$ cat config.mk
export PLATFORM = sky130hd
export DESIGN_NAME = im_loader
export DESIGN_NICKNAME = d
export VERILOG_FILES = /design/src/rtl/im_loader.sv
export SDC_FILE = /design/constraint.sdc
export NUM_CORES = 1
export LEC_CHECK = 0
export BUFFER_PORTS_ARGS = -buffer_cell sky130_fd_sc_hd__buf_2
export CELL_PAD_IN_SITES_DETAIL_PLACEMENT = 1
export CELL_PAD_IN_SITES_GLOBAL_PLACEMENT = 1
export CORE_MARGIN = 2
export CORE_UTILIZATION = 25
export DETAILED_ROUTE_END_ITERATION = 7
export PLACE_DENSITY = 0.66
export SLEW_MARGIN = 5
export SYNTH_ARGS = -nofsm -noshare
export SYNTH_HDL_FRONTEND = slang
export SYNTH_SLANG_ARGS = --single-unit
$ cat constraint.sdc
create_clock -name clk -period 2.49 [get_ports clk]
set_input_delay 0.249 -clock clk [delete_from_list [all_inputs] [get_ports clk]]
set_output_delay 0.249 -clock clk [all_outputs]
set_load 0.01 [all_outputs]
$ cat src/rtl/im_loader.sv
// Runtime program loader: takes a framed byte stream (magic, 16-bit word count,
// big-endian data words, XOR checksum) and writes it into instruction memory,
// holding the fetch unit in reset while the load runs.
module im_loader #(
    parameter int unsigned IM_BYTES = 1024,
    parameter int unsigned ADDR_W   = 10,
    parameter int unsigned TIMEOUT  = 50000
) (
    input  logic              clk,
    input  logic              rst_ldr,
    input  logic [7:0]        in_byte,
    input  logic              in_valid,
    output logic              in_ready,
    output logic              im_we,
    output logic [ADDR_W-1:0] im_waddr,
    output logic [31:0]       im_wdata,
    output logic              busy,
    output logic              load_done,
    output logic              load_err,
    output logic [1:0]        err_code,
    output logic [8:0]        words_loaded
);

    typedef enum logic [2:0] {
        StIdle,
        StCntHi,
        StCntLo,
        StData,
        StWrite,
        StCsum,
        StDone,
        StErr
    } state_e;

    localparam logic [15:0]     MaxWords = 16'(IM_BYTES / 4);
    localparam int unsigned     TmoW     = $clog2(TIMEOUT + 1);
    localparam logic [TmoW-1:0] TmoLimit = TmoW'(TIMEOUT);
    localparam logic [7:0]      Magic    = 8'hA5;

    localparam logic [1:0] ErrNone = 2'b00;
    localparam logic [1:0] ErrLen  = 2'b01;
    localparam logic [1:0] ErrCsum = 2'b10;
    localparam logic [1:0] ErrTmo  = 2'b11;

    state_e            state_q, state_d;
    logic [7:0]        cnt_hi_q, cnt_hi_d;
    logic [15:0]       count_q, count_d;
    logic [31:0]       word_q, word_d;
    logic [1:0]        byte_idx_q, byte_idx_d;
    logic [7:0]        acc_q, acc_d;
    logic [ADDR_W-1:0] waddr_q, waddr_d;
    logic [8:0]        words_q, words_d;
    logic [1:0]        err_q, err_d;
    logic [TmoW-1:0]   tmo_q, tmo_d;

    logic              xfer;
    logic              timed;
    logic [15:0]       n_rx;
    logic [TmoW-1:0]   tmo_inc;

    assign xfer    = in_valid && in_ready;
    assign timed   = (state_q == StCntHi) || (state_q == StCntLo) ||
                     (state_q == StData)  || (state_q == StCsum);
    assign n_rx    = {cnt_hi_q, in_byte};
    assign tmo_inc = tmo_q + TmoW'(1);

    // Next-state logic: frame parsing, word assembly, checksum and timeout.
    always_comb begin
        state_d    = state_q;
        cnt_hi_d   = cnt_hi_q;
        count_d    = count_q;
        word_d     = word_q;
        byte_idx_d = byte_idx_q;
        acc_d      = acc_q;
        waddr_d    = waddr_q;
        words_d    = words_q;
        err_d      = err_q;
        tmo_d      = '0;

        case (state_q)
            StIdle: begin
                if (xfer && in_byte == Magic) begin
                    state_d    = StCntHi;
                    err_d      = ErrNone;
                    words_d    = '0;
                    acc_d      = '0;
                    byte_idx_d = '0;
                    waddr_d    = '0;
                end
            end
            StCntHi: begin
                if (xfer) begin
                    cnt_hi_d = in_byte;
                    state_d  = StCntLo;
                end
            end
            StCntLo: begin
                if (xfer) begin
                    count_d = n_rx;
                    if (n_rx > MaxWords) begin
                        state_d = StErr;
                        err_d   = ErrLen;
                    end else if (n_rx == 16'd0) begin
                        state_d = StCsum;
                    end else begin
                        state_d = StData;
                    end
                end
            end
            StData: begin
                if (xfer) begin
                    word_d     = {word_q[23:0], in_byte};
                    acc_d      = acc_q ^ in_byte;
                    byte_idx_d = byte_idx_q + 2'd1;
                    if (byte_idx_q == 2'd3) begin
                        state_d = StWrite;
                    end
                end
            end
            StWrite: begin
                words_d = words_q + 9'd1;
                waddr_d = waddr_q + ADDR_W'(4);
                if (({7'd0, words_q} + 16'd1) < count_q) begin
                    state_d = StData;
                end else begin
                    state_d = StCsum;
                end
            end
            StCsum: begin
                if (xfer) begin
                    if (in_byte == acc_q) begin
                        state_d = StDone;
                    end else begin
                        state_d = StErr;
                        err_d   = ErrCsum;
                    end
                end
            end
            StDone:  state_d = StIdle;
            StErr:   state_d = StIdle;
            default: state_d = StIdle;
        endcase

        // A stalled stream mid-frame aborts the load; any transfer restarts the count.
        if (timed && !xfer) begin
            tmo_d = tmo_inc;
            if (tmo_inc == TmoLimit) begin
                state_d = StErr;
                err_d   = ErrTmo;
            end
        end
    end

    // Outputs decoded from the current state and registered datapath.
    always_comb begin
        in_ready     = 1'b1;
        busy         = 1'b1;
        im_we        = 1'b0;
        im_waddr     = '0;
        im_wdata     = '0;
        load_done    = 1'b0;
        load_err     = 1'b0;
        err_code     = err_q;
        words_loaded = words_q;

        case (state_q)
            StIdle: busy = 1'b0;
            StWrite: begin
                in_ready = 1'b0;
                im_we    = 1'b1;
                im_waddr = waddr_q;
                im_wdata = word_q;
            end
            StDone: begin
                in_ready  = 1'b0;
                busy      = 1'b0;
                load_done = 1'b1;
            end
            StErr: begin
                in_ready = 1'b0;
                busy     = 1'b0;
                load_err = 1'b1;
            end
            default: ;
        endcase
    end

    // State and datapath registers; reset abandons a load without rollback.
    always_ff @(posedge clk) begin
        if (rst_ldr) begin
            state_q    <= StIdle;
            cnt_hi_q   <= '0;
            count_q    <= '0;
            word_q     <= '0;
            byte_idx_q <= '0;
            acc_q      <= '0;
            waddr_q    <= '0;
            words_q    <= '0;
            err_q      <= ErrNone;
            tmo_q      <= '0;
        end else begin
            state_q    <= state_d;
            cnt_hi_q   <= cnt_hi_d;
            count_q    <= count_d;
            word_q     <= word_d;
            byte_idx_q <= byte_idx_d;
            acc_q      <= acc_d;
            waddr_q    <= waddr_d;
            words_q    <= words_d;
            err_q      <= err_d;
            tmo_q      <= tmo_d;
        end
    end

endmodule

==> results.py <==
metrics = {
    "outcome": {
        "status": "finished clean",
    },
    "cts": {
        "cts_max_path_buffers": 2,
        "cts_hold_buf": 0,
        "clk_pin_slew_ns": 0.08,
        "h-tree-depth": 3,
        "cts_root_buf": "clkbuf_16",
        "cts_tree": "yes",
        "cts_made_buffers": 9,
        "cts_sinks": 104,
        "clkLatencyLatePin_ns": 0.37,
    },
    "sta": {
        "rsz0062_at_grt": "true",
        "fin_crit_ns": 2.42,
        "hold_violations": 0,
        "fin_setup_tns_ns": 0,
        "relSlewSlack": 0.350,
        "fin_crit_sh": 0.972,
        "worst_slew_pin_slew_ns": 0.971,
        "slew_viol_final": 0,
        "finalSetupViolCount": 0,
        "fmax_mhz": 413,
        "finClkSkew_ns": 0.0128,
        "holdWs_ns": 0.228,
    },
    "logic_synthesis": {
        "synthCells": 670,
        "synth_cell_types": 50,
        "synthMuxAreaShare": 0.00197,
        "synthArstFlopShare": 0,
        "ys_dominant_reg_cell": "dfxtp_1",
        "synth_fa_ha_area_frac": 0.0319,
        "ys_seq_elements": 104,
        "synth_area_leader_cell": "dfxtp_1",
        "synth_commonest_cells": "nand2_1, dfxtp_1, a21oi_1",
        "synth_warnings": 0,
        "synth_xor_area_frac": 0.0482,
        "ys_seq_area_frac": 0.409,
        "synth_area_leaders": "dfxtp_1, nand2_1, a21oi_1",
        "synth_area_per_cell_um2": 7.60,
        "yosysMostFrequentCell": "nand2_1",
        "synth_compound_area_frac": 0.159,
        "synth_top_cell_area_share": 0.409,
        "synth_top_family_by_area": "simple AND/OR/NAND/NOR gates",
        "synth_area_mm2": 0.00509,
        "synth_edf_count": 0,
        "synthSimpleGateAreaFrac": 0.300,
    },
    "routing": {
        "postRouteAntennaNets": 0,
        "drt-wirelength-per-cell_um": 14.8,
        "drcViolationCount": 0,
        "wl_mm": 14.9,
        "viasPerCell": 4.72,
        "first_pass_iters": 4,
        "vias": 4735,
        "drtIter0Drc": 200,
    },
    "final_layout": {
        "layout.nets": 752,
        "drive_above_1_share": 0.192,
        "num_antenna_cells": 0,
        "final_cell_area_mm2": 0.00617,
        "area_delta_synth_final_pct": 21.2,
        "final_core_utilization": 0.307,
    },
    "worst_setup_path": {
        "rrSetupSlack_ns": 0.07,
        "cp.arrival_ns": 2.69,
        "critPathLaunchType": "register",
        "crit_fanout": 4,
        "crit_family": "compound AO/OA/AOI/OAI gates",
        "crit_type": "reg -> reg",
        "required_ns": 2.76,
        "cp-end-kind": "register",
        "cpMaxStageDelayCell": "dfxtp_4",
        "crit_chain": "ha_4 > and3_4 > and3_4 > nand3_4 > xnor2_2 > ha_1 > o21ai_2 > a21oi_2 > a211oi_2 > o21a_1 > a211oi_2 > o31ai_1",
        "r2r_end": "state_q[1]$_SDFF_PP0_",
        "max_stage_delay_ns": 0.37,
        "reg2reg_depth": 12,
        "r2r-start": "words_loaded[0]$_SDFFE_PP0P_",
        "path_buf_inv": 0,
    },
    "power": {
        "cellLeakagePower_nw": 2.53,
        "p_sw_mw": 1.03,
        "clkPwrFrac": 0.426,
        "swShare": 0.291,
        "sequentialPowerShare": 0.480,
        "internal_power_mw": 2.51,
        "p_comb_frac": 0.094,
        "p_per_area_mw_per_mm2": 573,
        "ir_worst_vdd_v": 0.000441,
    },
    "grt": {
        "antenna_found_initial": 0,
        "grt_max_degree": 89,
        "grt_pass1_vias": 4682,
        "grt_overflow": 0,
        "grt_pass1_wl_mm": 24.4,
        "gr-usage-all-layers": 0.139,
    },
    "min_path": {
        "hp-class": "in -> reg",
        "hold-path-endpoint": "cnt_hi_q[7]$_SDFFE_PP0P_",
        "hp-start": "in_byte[7]",
        "hold_path_depth": 3,
    },
    "placed_design": {
        "routabilityCongestion": 0.824,
        "postPlaceCellArea_mm2": 0.00579,
        "portBuffers": 66,
        "dpl.hpwl_mm": 10.1,
    },
    "floorplan": {
        "die_area_mm2": 0.0215,
        "initial_core_util": 0.253,
        "die_w_um": 147,
        "fp.dieH_um": 147,
        "rows": 52,
        "core_mm2": 0.0201,
        "pin_count": 69,
    },
    "job": {
        "drv_cap": 0,
    },
}
metal layers:
layer  track usage  part of all wire
met1         0.189              0.49
met3        0.0239             0.028
met4        0.0461             0.017
met2         0.225              0.46
met5             0                 0
worst min-delay path, stage by stage:
cell and delay [ns]:
buf_2 0.17, nand2_1 0.08, a21oi_1 0.05
state kept, by name, summed over array words and instances, names as in the netlist, 3 cells and up:
register	count
cnt_hi_q	8
waddr_q	8
count_q	16
word_q	32
acc_q	8
words_loaded	9
state_q	3
tmo_q	16
worst max path at each step:
stage                                      start  depth (start not counted)  slack (ns)                     to
floorplan           words_loaded[1]$_SDFFE_PP0P_                         12        0.03  state_q[1]$_SDFF_PP0_
global placement    words_loaded[1]$_SDFFE_PP0P_                         12        0.06  state_q[1]$_SDFF_PP0_
detailed placement  words_loaded[1]$_SDFFE_PP0P_                         12       -0.04  state_q[1]$_SDFF_PP0_
CTS                 words_loaded[1]$_SDFFE_PP0P_                         12        0.01  state_q[1]$_SDFF_PP0_
global route        words_loaded[0]$_SDFFE_PP0P_                         12       -0.06  state_q[1]$_SDFF_PP0_
finish              words_loaded[0]$_SDFFE_PP0P_                         12        0.07  state_q[1]$_SDFF_PP0_
power by group through the flow:
stage / Combinational, mW / Clock (mW) / Sequential, mW
2_1_floorplan: 0.214 / 0 / 1.73
4_1_cts: 0.332 / 1.55 / 1.70
6_report: 0.333 / 1.51 / 1.70
3_5_place_dp: 0.331 / 0 / 1.74
3_3_place_gp: 0.325 / 0 / 1.74
5_1_grt: 0.371 / 1.61 / 1.70
logic make-up (layout without fill, tap and decap cells):
group,Yosys count,after routing
flops,104,104
mux,1,1
simple gates,325,325
other cells,1,2
buf+inv,61,123
xor+xnor,28,28
fa+ha+maj,13,13
compound gates,137,137
through the flow:
| stage | power, mW | instances | setup slack, ns |
|---|---|---|---|
| 2_1_floorplan | 1.94 | 671 | 0.0263 |
| 3_3_place_gp | 2.06 | 987 | 0.0550 |
| 3_5_place_dp | 2.07 | 987 | -0.0440 |
| 4_1_cts | 3.58 | 1003 | 0.0139 |
| 5_1_grt | 3.69 | 1003 | -0.0617 |
| 6_report | 3.54 | 1003 | 0.0689 |
what timing repair did:
item / CTS / global route
pin swaps: 0 / 7
setup buffers: 0 / 0
gates resized for setup: 2 / 15
endpoints found under the setup margin: 2 / 2
layout by cell type (no fill, tap or decap), drive strengths merged, types with 8 or more instances in the layout:
master  Yosys  layout
nand2     142     142
a22oi       8       8
nand3      12      12
a21oi      79      79
nand4       8       8
buf        11      94
xor2       21      21
dfxtp     104     104
o21ai      25      25
and3       54      54
ha         13      13
clkbuf     37       9
nor2       64      64
inv        13      18
final cells by class:
| type | instances | area (um^2) |
|---|---|---|
| clock inverters | 7 | 88.8 |
| well taps | 270 | 338 |
| repair buffers | 94 | 553 |
| inverters | 13 | 48.8 |
| flip-flops and latches | 104 | 2090 |
| multi-input cells | 506 | 2830 |
| fillers | 2448 | 13900 |
| clock buffers | 9 | 225 |
No activity file was read; power rests on OpenSTA's default activity.
